## src/rtl/conv_stream_pkg.sv

```systemverilog
// Shared types for the vector streaming blocks: FSM state encoding and default word width.
package conv_stream_pkg;

  typedef enum logic [1:0] {
    LOAD  = 2'd0,
    FETCH = 2'd1,
    SEND  = 2'd2,
    DRAIN = 2'd3
  } state_t;

  localparam int WORD_W_DEFAULT = 11;

endpackage

```

## src/rtl/vector_stream_src_vec_ram.sv

```systemverilog
// Single-port W x N vector store with synchronous read; contents are never reset.
module vec_ram #(
  parameter int N  = 30,
  parameter int W  = 11,
  parameter int AW = $clog2(N)
) (
  input  logic          clk,
  input  logic          we,
  input  logic [AW-1:0] addr,
  input  logic [W-1:0]  wdata,
  output logic [W-1:0]  rdata
);

  logic [W-1:0] mem [N];

  always_ff @(posedge clk) begin
    if (we) mem[addr] <= wdata;
    rdata <= mem[addr];
  end

endmodule

```

## src/rtl/vector_stream_src.sv

```systemverilog
// Loads an N-word signed vector, then replays it REPS times as a valid/ready stream.
//   state | meaning
//   LOAD  | accepting load words into vec_ram at wr_ptr
//   FETCH | first RAM read of word 0 in flight
//   SEND  | streaming; RAM output register feeds the out_data register
//   DRAIN | one idle cycle after the final word before reloading
module vector_stream_src
  import conv_stream_pkg::*;
#(
  parameter int N    = 30,
  parameter int W    = WORD_W_DEFAULT,
  parameter int REPS = 1
) (
  input  logic                clk,
  input  logic                reset,
  input  logic signed [W-1:0] in_data,
  input  logic                in_valid,
  output logic                in_ready,
  output logic signed [W-1:0] out_data,
  output logic                out_valid,
  input  logic                out_ready,
  output logic                done
);

  localparam int PW = $clog2(N);
  localparam int RW = $clog2(REPS + 1);
  localparam logic [PW-1:0] PTR_LAST = PW'(N - 1);
  localparam logic [RW-1:0] REP_LAST = RW'(REPS - 1);

  state_t        state, state_nxt;
  logic [PW-1:0] wr_ptr, rd_ptr, ptr_inc, ram_addr;
  logic [RW-1:0] rep_cnt, rep_inc;
  logic [W-1:0]  ram_rdata;
  logic          ram_we, ram_vld, ram_last, out_last;
  logic          hs_out, adv, fetch_nxt;

  assign in_ready  = (state == LOAD);
  assign ram_we    = in_ready && in_valid;
  assign hs_out    = out_valid && out_ready;
  assign adv       = !out_valid || out_ready;
  assign done      = hs_out && out_last;
  // ram_rdata holds word rd_ptr; step the address only when the output stage takes it
  assign fetch_nxt = (state == SEND) && adv && ram_vld && !ram_last;

  always_comb begin
    ptr_inc = rd_ptr + 1'b1;
    rep_inc = rep_cnt;
    if (rd_ptr == PTR_LAST) begin
      ptr_inc = '0;
      rep_inc = rep_cnt + 1'b1;
    end
  end

  always_comb begin
    ram_addr = '0;
    case (state)
      LOAD:    ram_addr = wr_ptr;
      FETCH:   ram_addr = rd_ptr;
      SEND:    ram_addr = fetch_nxt ? ptr_inc : rd_ptr;
      default: ram_addr = '0;
    endcase
  end

  always_comb begin
    state_nxt = state;
    case (state)
      LOAD:    if (ram_we && wr_ptr == PTR_LAST) state_nxt = FETCH;
      FETCH:   state_nxt = SEND;
      SEND:    if (done) state_nxt = DRAIN;
      DRAIN:   state_nxt = LOAD;
      default: state_nxt = LOAD;
    endcase
  end

  always_ff @(posedge clk) begin
    if (reset) begin
      state     <= LOAD;
      wr_ptr    <= '0;
      rd_ptr    <= '0;
      rep_cnt   <= '0;
      ram_vld   <= 1'b0;
      ram_last  <= 1'b0;
      out_valid <= 1'b0;
      out_data  <= '0;
      out_last  <= 1'b0;
    end else begin
      state <= state_nxt;
      if (ram_we) wr_ptr <= (wr_ptr == PTR_LAST) ? '0 : wr_ptr + 1'b1;
      case (state)
        FETCH: begin
          rd_ptr   <= '0;
          rep_cnt  <= '0;
          ram_vld  <= 1'b1;
          ram_last <= 1'b0;
        end
        SEND: begin
          if (adv) begin
            out_valid <= ram_vld;
            out_last  <= ram_vld && ram_last;
            if (ram_vld) out_data <= ram_rdata;
          end
          if (adv && ram_vld) begin
            if (ram_last) begin
              ram_vld <= 1'b0;
            end else begin
              rd_ptr   <= ptr_inc;
              rep_cnt  <= rep_inc;
              ram_last <= (ptr_inc == PTR_LAST) && (rep_inc == REP_LAST);
            end
          end
        end
        DRAIN: begin
          rd_ptr    <= '0;
          rep_cnt   <= '0;
          ram_vld   <= 1'b0;
          ram_last  <= 1'b0;
          out_valid <= 1'b0;
          out_last  <= 1'b0;
        end
        default: ;
      endcase
    end
  end

  vec_ram #(.N(N), .W(W), .AW(PW)) u_vec_ram (
    .clk   (clk),
    .we    (ram_we),
    .addr  (ram_addr),
    .wdata (in_data),
    .rdata (ram_rdata)
  );

endmodule

```

## config.mk

```make
export PLATFORM = sky130hd
export DESIGN_NAME = vector_stream_src
export DESIGN_NICKNAME = d
export VERILOG_FILES = /design/src/rtl/conv_stream_pkg.sv /design/src/rtl/vector_stream_src_vec_ram.sv /design/src/rtl/vector_stream_src.sv
export SDC_FILE = /design/constraint.sdc
export NUM_CORES = 1
export LEC_CHECK = 0
export ABC_AREA = 1
export CAP_MARGIN = 10
export CELL_PAD_IN_SITES_DETAIL_PLACEMENT = 2
export CELL_PAD_IN_SITES_GLOBAL_PLACEMENT = 2
export CORE_MARGIN = 3
export CORE_UTILIZATION = 42
export DETAILED_ROUTE_END_ITERATION = 6
export PLACE_DENSITY_LB_ADDON = 0.1
export SYNTH_ARGS = -nofsm -noshare
export SYNTH_HDL_FRONTEND = slang
export SYNTH_SLANG_ARGS = --single-unit
```

## constraint.sdc

```tcl
create_clock -name clk -period 3.3 [get_ports clk]
set_clock_uncertainty 0.1 [all_clocks]
set_input_delay 0.66 -clock clk [delete_from_list [all_inputs] [get_ports clk]]
set_output_delay 0.66 -clock clk [all_outputs]
set_load 0.01 [all_outputs]
```

### Yosys cells after proc, flatten, opt, wreduce, memory -nomap -nowiden

Memory sizes are Yosys's and may differ from the RTL's. A register that Yosys moved wholly into a read port is not among the register bits.
Index checks and enable logic that the tools add are counted.

* flip-flop bits (word level): 28
* logic and storage cells: 76
* bits in writable memories: 330
* output and inout bits: 14
* memories kept: 1
* bits of input ports: 15

Memory list
* u_vec_ram.mem: words 30, bits a word 11, read ports 1, clocked after Yosys merged registers in 1, wr ports 1, RTL line vector_stream_src_vec_ram.sv:14 `logic [W-1:0] mem [N];`

* multiplexer cells: 26
* equality and inequality tests: 12
* add/sub/neg operators: 3
* reduce and logical (&&, ||, !) cells: 24
* bitwise logic cells: 1

Operator list (count)
* 5-bit 2-to-1 mux: 5
* 5-bit equality test (second input constant): 3
* 5-bit one-hot mux with 3 select lines: 1
* 1-bit 2-to-1 mux: 11
* 5-bit by 1-bit adder with 5-bit output (second input constant): 2
* 1-bit logical AND: 10
* 5-bit one-hot mux with 2 select lines: 1
* 3-bit AND reduction: 3
* 2-bit != test (second input constant): 4
* 1-bit one-hot mux with 2 select lines: 4
* 2-bit one-hot mux with 4 select lines: 1
* 2-bit AND reduction: 3
* 2-bit equality test (second input constant): 2
* 2-bit 2-to-1 mux: 2
* 2-bit by 1-bit != test with 1-bit output (second input constant): 2
* 2-bit nonzero test: 2
* 1-bit one-hot mux with 3 select lines: 1
* 3-bit nonzero test: 1
* 2-bit by 1-bit equality test with 1-bit output (second input constant): 1
* 1-bit logical NOT: 2
* 2-bit logical NOT: 1
* 2-bit OR reduction: 1
* 1-bit adder (second input constant): 1
* 1-bit logical OR: 1
* 1-bit NOT: 1

### Logic depth before layout (Yosys ltp)

* word-level depth: 7
* mapped depth: 19
* gate-level depth less buffers: 18

### Hierarchy

A second synthesis with hierarchy kept.

* cell total of the unflattened synthesis: 1557
* area, all modules: 15636.2 um^2

Modules (own cells, without submodules)
* vec_ram: sequential area each 10129.7 um^2, area each 14081.0 um^2, cells an instance 1328, times used 1
* vector_stream_src: sequential area each 560.5 um^2, area each 1555.2 um^2, cells an instance 229, times used 1

### Worst setup path after synthesis

No wires, ideal clock.

* path kind: input -> register
* start: input port out_ready
* end: memory u_vec_ram.mem[11][0] (enable)
* library setup time: 0.378 ns
* path buffers: 2
* slack: 0.437 ns
* stages on the path: 13
* arrival: 2.385 ns
* data required time: 2.822 ns
* cell sequence: inv_1 > nand2_1 > nand3_2 > nand2_1 > nand2_1 > nand2_2 > nand2_4 > nand2_4 > nor2_4 > buf_6 > buf_4 > nand2_1 > nor2_1

* cells in the longest elaborated chain, start to end: 6

RTL lines
* start: declaration: RTL line vector_stream_src.sv:21 `input logic out_ready,`
* 1-bit logical OR: RTL line vector_stream_src.sv:40 `assign adv = !out_valid || out_ready;`
* 1-bit logical AND (3 in a row): RTL line vector_stream_src.sv:43 `assign fetch_nxt = (state == SEND) && adv && ram_vld && !ram_last;`
* 5-bit 2-to-1 mux: RTL line vector_stream_src.sv:59 `SEND: ram_addr = fetch_nxt ? ptr_inc : rd_ptr;`
* 5-bit one-hot mux with 3 select lines: RTL line vector_stream_src.sv:56 `case (state)`
* end: declaration: RTL line vector_stream_src_vec_ram.sv:14

No other way between the ends.

### Worst setup path in the final report

* start: register state[0]
* end: memory u_vec_ram.mem[11][2] (enable)

* cells in the longest elaborated chain, start to end: 6
* elaborated cells on any way between the ends: 11
* those cells by class: eq/ne (2); mux (4); reduce/logical (5)

RTL lines
* start: declaration: RTL line vector_stream_src.sv:30 `state_t state, state_nxt;`
* start signal: assignment: RTL line vector_stream_src.sv:87 `state <= state_nxt;`
* 2-bit equality test: RTL line vector_stream_src.sv:43, vector_stream_src.sv:56
* 1-bit logical AND (3 in a row): RTL line vector_stream_src.sv:43
* 5-bit 2-to-1 mux: RTL line vector_stream_src.sv:59
* 5-bit one-hot mux with 3 select lines: RTL line vector_stream_src.sv:56

Several ways; a longest one is shown, not always the timed one.

==> flow_summary.yaml <==
outcome:
  status: "finished clean"
clock_network:
  clkSinkCount: 369
  cts_buffers: 42
  cts_root_buf: "clkbuf_16"
  clock_path_buffers: 3
  h-tree-depth: 2
  clkSlewWorstSetupHoldPaths_ns: 0.06
  cts_tree: "done"
  postCtsSetupBuffers: 0
  clk_latency_ns: 0.58
die:
  die_w_um: 195
  rows: 68
  initial_core_util: 0.430
  fp.dieH_um: 195
  core_area_sq_um: 34900
  io_pins: 29
  die_area_sq_um: 38000
min_path:
  min_path_type: "reg -> reg"
  hold_depth: 2
  min_to: "out_data[1]"
  hold_start: "u_vec_ram.rdata[1]"
synthesis:
  postSynthAreaPerCell_sq_um: 10.8
  synth_cells: 1390
  synth-edff-count: 330
  ys_types: 38
  ys_async_sr_fraction: 0
  yosysSeqAreaShare: 0.712
  yosys_warnings: 0
  netlist_area_sq_um: 15000
  synth_nets: 1413
  synth_seq_cells: 369
  synth_flop_cell: "edfxtp_1"
global_route:
  grtUsageTotal: 0.293
  grt_pass1_wl_mm: 82.8
  grt_antenna_before_repair: 0
  grt_overflow: 0
  grt_max_degree: 43
  grt_pass1_vias: 12700
critical_path:
  required_ns: 3.47
  reg2reg_depth: 17
  cp-start-kind: "flop"
  r2r_slack_ns: 0.20
  r2r_end: "u_vec_ram.mem[11][2]"
  r2r_start: "state[0]"
  critPathKind: "reg -> reg"
  cp_max_fo: 10
  cp-end-kind: "flop"
  arrival_ns: 3.27
detailed_routing:
  wire_per_inst_um: 27.3
  ant_nets: 0
  vias: 11300
  routed_wl_mm: 55.7
  vias_per_cell: 5.55
  drc: 0
  drtPass1Iterations: 6
  drt_iter0_drc: 786
power:
  p_per_area_nw_per_um2: 796
  p_leak_nw: 7.23
  max-vdd-ir-drop_uv: 506
place:
  pre_cts_ws_ns: -0.311
  gp_congestion: 0.830
  detailed_place_hpwl_mm: 35.9
  place_inst: 1962
  port_buffers: 28
timing:
  maxSlewHeadroom: 0.564
  rsz0062_at_grt: "true"
  fin_crit_ns: 3.10
  tightest_slew_ns: 0.653
  setup_viol: 0
  fin_crit_sh: 0.940
  finalHoldViolCount: 0
  slew_viol_final: 0
  max_freq_ghz: 0.322
  worst_slack_ns: 0.198
finish:
  area_growth_pct: 22.5
  layout.cells.non_filler: 2040
  nNetsFinal: 1574
  drive_gt1_frac: 0.148
  fill_cells: 3464
  num_antenna_cells: 0
job:
  max-cap-violations: 0
[worst max path at each step]
stage                          from              endpoint  slack (ns)
after floorplan           out_ready  u_vec_ram.mem[11][0]        0.44
after global placement    out_ready    u_vec_ram.rdata[5]       -0.17
after detailed placement  out_ready    u_vec_ram.rdata[5]       -0.31
after CTS                  state[0]  u_vec_ram.mem[15][7]       0.002
after global routing       state[0]   u_vec_ram.mem[1][2]       -0.07
final                      state[0]  u_vec_ram.mem[11][2]        0.20
[metrics by stage]
step / hold WS [ns] / utilization / instance area (sq um) / power, W / TNS (ns)
2_1_floorplan: 0.324 / - / 15000 / 0.00787 / 0
3_3_place_gp: 0.337 / 0.487 / 17000 / 0.00966 / -4.13
3_5_place_dp: 0.345 / 0.487 / 17000 / 0.00999 / -57.69
4_1_cts: 0.356 / 0.525 / 18300 / 0.0147 / 0
5_1_grt: 0.394 / 0.527 / 18400 / 0.0154 / -2.12
6_report: 0.357 / 0.527 / 18400 / 0.0146 / 0
[power by group]
part	switching (W)	total, W	internal [W]
Combinational	0.00315	0.00450	0.00135
Sequential	0.000138	0.00553	0.00539
Clock	0.00198	0.00461	0.00263
Total	0.00527	0.0146	0.00937
[layer usage]
metal / routed length [um] / global-route usage
met5: 0 / 0
met1: 21500 / 0.358
met3: 3140 / 0.0447
met2: 28200 / 0.510
met4: 2780 / 0.144
[kinds of logic after synthesis]
group	Yosys count	share of synthesized area
compound gates	90	0.0321
buf+inv	96	0.0295
flops	369	0.712
fa+ha+maj	8	0.00667
simple gates	827	0.219
[cells in the final DEF (no fill, tap or decap), types with 35 or more instances in the layout]
master / count
clkbuf_16: 43
nand2_1: 656
buf_4: 106
a21oi_1: 35
o21ai_0: 40
inv_1: 42
nand3_1: 67
dfxtp_1: 39
edfxtp_1: 330
nor2_1: 63
[worst max-delay path: stages (launching register included)]
cell and delay [ns]:
dfxtp_1 0.37, inv_1 0.09, ha_1 0.23, inv_2 0.14
nor2_4 0.05, nand3_2 0.11, nand2_1 0.10, nand2_1 0.12
nand2_1 0.06, nand3_1 0.18, nand2_1 0.11, inv_1 0.13
nand2_1 0.15, nor2_2 0.18, buf_12 0.16, inv_1 0.11
nor2_1 0.17, buf_4 0.24
[area by class of cell]
type | instances | area [sq um] | area share
clock buffer | 48 | 1090 | 0.0595
timing repair buffer | 169 | 1710 | 0.0928
tap | 455 | 569 | 0.0310
clock inverter | 30 | 238 | 0.0129
sequential | 369 | 10700 | 0.581
multi-input combinational | 925 | 3920 | 0.213
inverter | 44 | 166 | 0.00905
[synthesized netlist by cell type (3+ instances only)]
| cell | number | share of area |
|---|---|---|
| nand2_1 | 659 | 0.16 |
| edfxtp_1 | 330 | 0.66 |
| nor2_1 | 73 | 0.018 |
| nand3_1 | 67 | 0.022 |
| inv_1 | 42 | 0.011 |
| o21ai_0 | 41 | 0.014 |
| dfxtp_1 | 39 | 0.052 |
| a21oi_1 | 35 | 0.012 |
| buf_2 | 27 | 0.0090 |
| clkbuf_1 | 11 | 0.0028 |
| ha_1 | 8 | 0.0067 |
| buf_4 | 7 | 0.0035 |
| nand4_1 | 7 | 0.0029 |
| buf_1 | 4 | 0.0010 |
| nor2_2 | 4 | 0.0017 |
| buf_6 | 3 | 0.0023 |
| nand2_4 | 3 | 0.0023 |
| nor2_4 | 3 | 0.0023 |
| o21ai_1 | 3 | 0.0010 |
[what timing repair did]
| item | in CTS | in global routing |
|---|---|---|
| endpoints found under the setup margin | 0 | 235 |
| hold buffers | 0 | 0 |
| resized for setup | 0 | 25 |
[state kept, by name (all words and copies together), names as in the netlist]
register	count
out_data	11
out_last	1
out_valid	1
ram_last	1
ram_vld	1
rd_ptr	5
rep_cnt	1
state	2
u_vec_ram.mem	330
u_vec_ram.rdata	11
wr_ptr	5
Power figures use the tool's default switching activity.
